`src/rtl/instr_sequencer.sv`:
```
// instr_sequencer: imem-backed fetch/issue stage feeding the ALU datapath one registered instruction per cycle.
// Optional dependency bubble insertion is enabled by defining INSTR_SEQ_HAZARD_STALL_EN.
module instr_sequencer #(
   parameter int          ADDR_W    = 4,
   parameter logic [13:0] NOP_INSTR = 14'h2000
) (
   input  logic              clk,
   input  logic              reset,
   input  logic              load_en,
   input  logic [ADDR_W-1:0] load_addr,
   input  logic [13:0]       load_data,
   input  logic [ADDR_W:0]   prog_len,
   input  logic              start,
   input  logic              stall_in,
   output logic [13:0]       instr,
   output logic              instr_valid,
   output logic [ADDR_W-1:0] pc,
   output logic              busy,
   output logic              done
);
   localparam int            DEPTH   = 1 << ADDR_W;
   localparam logic [ADDR_W:0] MAX_LEN = (ADDR_W+1)'(DEPTH);
   typedef enum logic [1:0] {IDLE, RUN, BUBBLE, DONE} state_e;
   state_e            state_q, state_d;
   logic [13:0]       imem_q [DEPTH];
   logic [13:0]       instr_q, instr_d, rd;
   logic              valid_q, valid_d;
   logic [ADDR_W-1:0] pc_q, pc_d, cnt_q, cnt_d;
   logic [ADDR_W:0]   len_q, len_d;
   logic              idle_like, accept, go, hazard, issue, last;
   assign idle_like = state_q == IDLE || state_q == DONE;
   assign accept    = idle_like && start;
   assign go        = accept && prog_len != '0;
   assign rd        = imem_q[pc_q];
`ifdef INSTR_SEQ_HAZARD_STALL_EN
   // the register file writes back one edge late, so a consumer directly behind its producer needs a gap
   assign hazard = valid_q && (rd[7:4] == instr_q[11:8] || rd[3:0] == instr_q[11:8]);
`else
   assign hazard = 1'b0;
`endif
   assign issue = !stall_in && ((state_q == RUN && !hazard) || state_q == BUBBLE);
   assign last  = {1'b0, cnt_q} == len_q - 1'b1;
   always_ff @(posedge clk) begin
      if (reset) begin
         state_q <= IDLE;
         instr_q <= NOP_INSTR;
         valid_q <= 1'b0;
         pc_q    <= '0;
         cnt_q   <= '0;
         len_q   <= '0;
      end else begin
         state_q <= state_d;
         instr_q <= instr_d;
         valid_q <= valid_d;
         pc_q    <= pc_d;
         cnt_q   <= cnt_d;
         len_q   <= len_d;
      end
   end
   // imem deliberately has no reset so a loaded program survives it
   always_ff @(posedge clk) begin
      if (!reset && load_en && idle_like) imem_q[load_addr] <= load_data;
   end
   always_comb begin
      state_d = state_q;
      if (accept) state_d = go ? RUN : DONE;
      else if (issue) state_d = last ? DONE : RUN;
      else if (state_q == RUN && !stall_in && hazard) state_d = BUBBLE;
   end
   always_comb begin
      instr_d = issue ? rd : NOP_INSTR;
      valid_d = issue;
      pc_d    = go ? '0 : issue ? pc_q + 1'b1 : pc_q;
      cnt_d   = go ? '0 : issue ? cnt_q + 1'b1 : cnt_q;
      len_d   = go ? (prog_len > MAX_LEN ? MAX_LEN : prog_len) : len_q;
   end
   assign instr       = instr_q;
   assign instr_valid = valid_q;
   assign pc          = pc_q;
   assign busy        = state_q == RUN || state_q == BUBBLE;
   assign done        = state_q == DONE;
endmodule

```
`config.mk`:
```
export PLATFORM = sky130hd
export DESIGN_NAME = instr_sequencer
export DESIGN_NICKNAME = d
export VERILOG_FILES = /design/src/rtl/instr_sequencer.sv
export SDC_FILE = /design/constraint.sdc
export NUM_CORES = 1
export LEC_CHECK = 0
export CAP_MARGIN = 20
export CORE_ASPECT_RATIO = 1.4
export CORE_MARGIN = 2
export CORE_UTILIZATION = 57
export CTS_CLUSTER_SIZE = 8
export DETAILED_ROUTE_END_ITERATION = 12
export MAX_ROUTING_LAYER = met4
export PLACE_DENSITY_LB_ADDON = 0.15
export RECOVER_POWER = 100
export SLEW_MARGIN = 20
export SYNTH_ARGS = -nofsm -noshare
export SYNTH_HDL_FRONTEND = slang
export SYNTH_SLANG_ARGS = --single-unit
```
`constraint.sdc`:
```
create_clock -name clk -period 3.55 [get_ports clk]
set_clock_uncertainty 0.15 [all_clocks]
set_input_delay 0.8875 -clock clk [delete_from_list [all_inputs] [get_ports clk]]
set_output_delay 0.8875 -clock clk [all_outputs]
set_load 0.01 [all_outputs]
```
## Word level (Yosys, flattened, before mapping)

Memory sizes are Yosys's and may differ from the RTL's. A register that Yosys moved wholly into a read port is not among the register bits.
Index checks and enable logic that the tools add are counted.

- Shift operators: 0
- Multipliers: 0
- $add $sub $neg: 3
- $lt $le $gt $ge: 1
- Mux-type cells: 7
- Bitwise operators: 1
- Reduce and logical (&&, ||, !) cells: 14
- Div/mod/pow operators: 0
- Equality and inequality tests: 4

Operator list:

| operator | count |
|---|---|
| $add 4x1->4 const B | 2 |
| $mux 2 | 4 |
| $eq 4x5->1 | 1 |
| $gt 5x5->1 const B | 1 |
| $logic_and 1x1->1 | 5 |
| $mux 5 | 1 |
| $reduce_bool 5->1 | 1 |
| $sub 5x1->5 const B | 1 |
| $eq 2x2->1 const B | 2 |
| $reduce_or 2->1 | 2 |
| $eq 2x1->1 const B | 1 |
| $logic_not 1->1 | 2 |
| $logic_not 2->1 | 1 |
| $logic_or 1x1->1 | 2 |
| $mux 1 | 2 |
| $reduce_bool 2->1 | 1 |
| $not 1->1 | 1 |

- Bits of input ports: 28
- Memory bits (read-only): 0
- Flip-flop bits (word level): 16
- Latch bits: 0
- Bits in writable memories: 224
- Memories kept: 1

Memory list:

| name | depth | bits a word | read ports | clocked after Yosys merged registers in | wr ports | RTL line | source |
|---|---|---|---|---|---|---|---|
| imem_q | 16 | 14 | 1 | 1 | 1 | 25 | `logic [13:0] imem_q [DEPTH];` |

## Depth between registers and ports, before layout

- Word-level depth: 6
- Depth in mapped cells: 7
- Gate-level depth less buffers: 6

## Least setup slack after synthesis

Ideal clock, no wire load.

- Path type: in2reg
- Start: input port reset
- End: memory imem_q[0][0] (enable)
- Data arrival time: 2,544 ps
- Library setup time: 403 ps
- Path slack: 453 ps
- Stages: 4
- Data required time: 2,997 ps
- Buffers on the path: 1
- Path through: buf_2 > nor4b_1 > nand2b_1 > nor3_1

- Word-level cells in the longest chain between the ends: 5

RTL lines:

| item | RTL line | source |
|---|---|---|
| start, declared | 8 | `input logic reset,` |
| $logic_not 1->1 | 62 | `if (!reset && load_en && idle_like) imem_q[load_addr] <= load_data;` |
| $logic_and 1x1->1 (2 in series) | 62 |  |
| $mux 1 | 62 |  |
| $mux 1 (implied by the code) | 62 |  |
| end, declared | 25 |  |

No other way between the ends.

## Worst setup path after layout

- Start: input port reset
- End: memory imem_q[4][5] (enable)

Same word-level chain as after synthesis.

==> summary.log <==
INFO  timing         final_critical_path_time_including_i_o_delays_and_setup=3.05ns
INFO  timing         rsz0062_at_grt=false
INFO  cts            post-cts-setup-buffers=0
INFO  power          worst_ir_drop_on_vdd=0.000357V
INFO  global_route   first_pass_grt_wire_length=30300µm
INFO  critical_path  cp_slowest_stage_delay=0.61ns
INFO  logic_synthesis syn_area_per_cell=20.7µm²
INFO  critical_path  timing.critical_path.buf_inv=3
INFO  critical_path  crit_top_cell=clkbuf_1
INFO  timing         fin_tns_setup=0ns
INFO  timing         timing.final.setup_violations=0
INFO  placement      place.gp.congestion=0.799
INFO  timing         timing.final.max_slew_violations=0
INFO  global_route   grt_antenna_before_repair=0
INFO  critical_path  critical_path.cell_chain=dlygate4sd3_1 -> nor4bb_1 -> clkbuf_1 -> nand2b_1 -> nor3_1 -> clkbuf_1
INFO  cts            clkSlewWorstSetupHoldPaths=0.05ns
INFO  placement      hpwl=12800µm
INFO  timing         slew_at_the_pin_closest_to_its_max_slew_limit=0.929ns
INFO  floorplanning  fp.dieArea=0.0181mm²
INFO  cts            tritoncts_clock_tree=built
INFO  global_route   overall_routing_resource_usage=24.0%
INFO  logic_synthesis synth_ff_type=edfxtp_1
INFO  drt            detailed_router_s_first_iteration_violation_count=450
INFO  timing         slew_headroom=38.1%
INFO  critical_path  crit_fanout=11
INFO  placement      dpl_cell_area=0.0105mm²
INFO  placement      port-buffer-count=48
INFO  drt            drt-wirelength-per-cell=25.4µm
INFO  logic_synthesis synth_enable_flop_cells=224
INFO  floorplanning  floorplan.initialDensity=58.1%
INFO  power          total_leakage_power=3.60nW
INFO  finish         post-route-util=69.0%
INFO  finish         layout.cells.most_common=edfxtp_1
INFO  cts            number_of_h_tree_levels=2
INFO  floorplanning  io-pin-count=49
INFO  logic_synthesis synth_warnings=0
INFO  cts            hold_buffers=0
INFO  timing         timing.final.crit_share=85.9%
INFO  logic_synthesis synth_cell_types=38
INFO  logic_synthesis seq_area_frac_synth=75.6%
INFO  floorplanning  overall_die_width=114µm
INFO  critical_path  critPathCaptureType=flip-flop
INFO  cts            clk_root_buf=clkbuf_16
INFO  global_route   vias_in_the_first_global_route=4979
INFO  logic_synthesis mappedNetlistNets=500
INFO  floorplanning  fp-row-count=56
INFO  finish         layout.cell_area.non_filler=0.0115mm²
INFO  floorplanning  core_region_area=0.0167mm²
INFO  logic_synthesis mappedNetlistArea=0.00969mm²
INFO  timing         report.final.hold_viol_count=0
INFO  logic_synthesis post_synth_inst_count=468
INFO  drt            vias=4753
INFO  floorplanning  die_h=158µm
INFO  min_path       hp-class=flip-flop to flip-flop
INFO  finish         final_cell_mix=edfxtp_1, mux4_2, clkbuf_1
INFO  critical_path  required_time_reported_for_the_critical_path_endpoint=3.51ns
INFO  drt            detail_route.vias_per_cell=5.99
INFO  logic_synthesis ys_seq_elements=254
INFO  critical_path  path_class=input pin to flip-flop
INFO  cts            numClockSinks=254
INFO  global_route   globalRoute.totalOverflow=0
INFO  cts            worstSkewPairLatency=0.49ns
INFO  logic_synthesis synthDominantCellAreaShare=69.4%
INFO  critical_path  cpLargestDelayFamily=buffers and inverters
INFO  finish         post_layout_nonfiller_instances=793
INFO  finish         drive_gt1_share=19.2%
INFO  cts            cts_repair_resize_count=0
INFO  run            drv.max_cap_violation_count=0
INFO  finish         nets=594
INFO  outcome        run_status=completed
INFO  cts            clockBufferDepth=3
INFO  finish         antennaDiodeCount=0
INFO  critical_path  worst-endpoint-arrival=3.01ns
INFO  power          totalPowerFinal=0.00696W
INFO  drt            first_pass_iters=4
INFO  timing         achievable-frequency=328MHz
INFO  cts            cts_made_buffers=37
INFO  global_route   maximum_number_of_pins_on_one_net_before_global_route_repair=61
INFO  power          power_density=604mW/mm²
INFO  critical_path  critical-path-slowest-cell=clkbuf_1
INFO  drt            drt_wl_total=20100µm
INFO  finish         flow.area_growth_from_synthesis=18.8%
INFO  critical_path  critical_path.startpoint_type=input pin
INFO  logic_synthesis synth_top_cells_by_area=edfxtp_1, mux4_2, dfxtp_1, mux2i_1, nor2_1
INFO  drt            post-route-drc-count=0
INFO  placement      dp_cells=726
INFO  logic_synthesis ys_async_sr_fraction=0%
INFO  drt            antenna_left=0
INFO  logic_synthesis synthDominantAreaCellType=edfxtp_1
layout make-up:
type,count,area [µm²]
sequential,254,7330
fill,1085,5170
multi-input combinational,189,2180
clock buffer,66,1070
timing repair buffer,78,653
tap,203,254
clock inverter,1,16.3
inverter,2,7.51
report_power, final:
| group | total (W) | switching, W | internal (W) |
|---|---|---|---|
| Clock | 0.00320 | 0.00118 | 0.00201 |
| Sequential | 0.00333 | 0.0000329 | 0.00330 |
| Combinational | 0.000426 | 0.000223 | 0.000203 |
| Total | 0.00696 | 0.00144 | 0.00551 |
logic make-up (layout without fill, tap and decap cells):
family                   Yosys count  after routing  share of synthesized area (%)
AND/OR/NAND/NOR                   65             65                           3.41
flip-flops                       254            254                           75.6
buffers and inverters             25            147                           1.77
XOR/XNOR                          12             12                           1.09
multiplexers                      83             83                           15.8
AO/OA/AOI/OAI                     25             25                           1.76
adder cells (fa/ha/maj)            4              4                          0.517
worst paths after layout:
| check | slack (ns) | from | cells past startpoint | end |
|---|---|---|---|---|
| min | 0.32 | len_q[1] | 2 | len_q[1] |
| max reg2reg | 0.81 | state_q[0] | 6 | imem_q[4][5] |
| max | 0.50 | reset | 6 | imem_q[4][5] |
| min reg2reg | 0.32 | len_q[1] | 2 | len_q[1] |
stage by stage:
stage / hold slack (ns) / worst slack [ns]
after detailed placement: 0.316 / 0.645
after floorplan: 0.295 / 0.453
after global placement: 0.313 / 0.679
final: 0.325 / 0.499
after CTS: 0.323 / 0.711
after global routing: 0.349 / 0.382
layer usage:
metal / share of wire, % / global-route usage [%] / routed length (µm)
met1: 36 / 28.1 / 7170
met2: 55 / 41.2 / 11100
met3: 5.4 / 3.52 / 1100
met4: 4.1 / 11.0 / 823
met5: 0 / - / 0
tightest hold or removal path, stage by stage (launching register included):
cell and delay [ns]:
dfxtp_1 0.32, nand2_1 0.06, a21oi_1 0.05
sequential cells by signal (all words and copies together) (netlist names):
name         cells
cnt_q            4
state_q          2
imem_q         224
len_q            5
instr_valid      1
instr           14
pc               4
synth_stat cells, types with 6 or more instances:
cell / n
mux4_2: 56
nor2_1: 22
nor3_1: 6
xnor2_1: 7
edfxtp_1: 224
nand2_1: 14
buf_2: 6
o22ai_1: 13
dfxtp_1: 30
a21oi_1: 6
mux2i_1: 27
No activity file was read; power rests on OpenSTA's default activity.
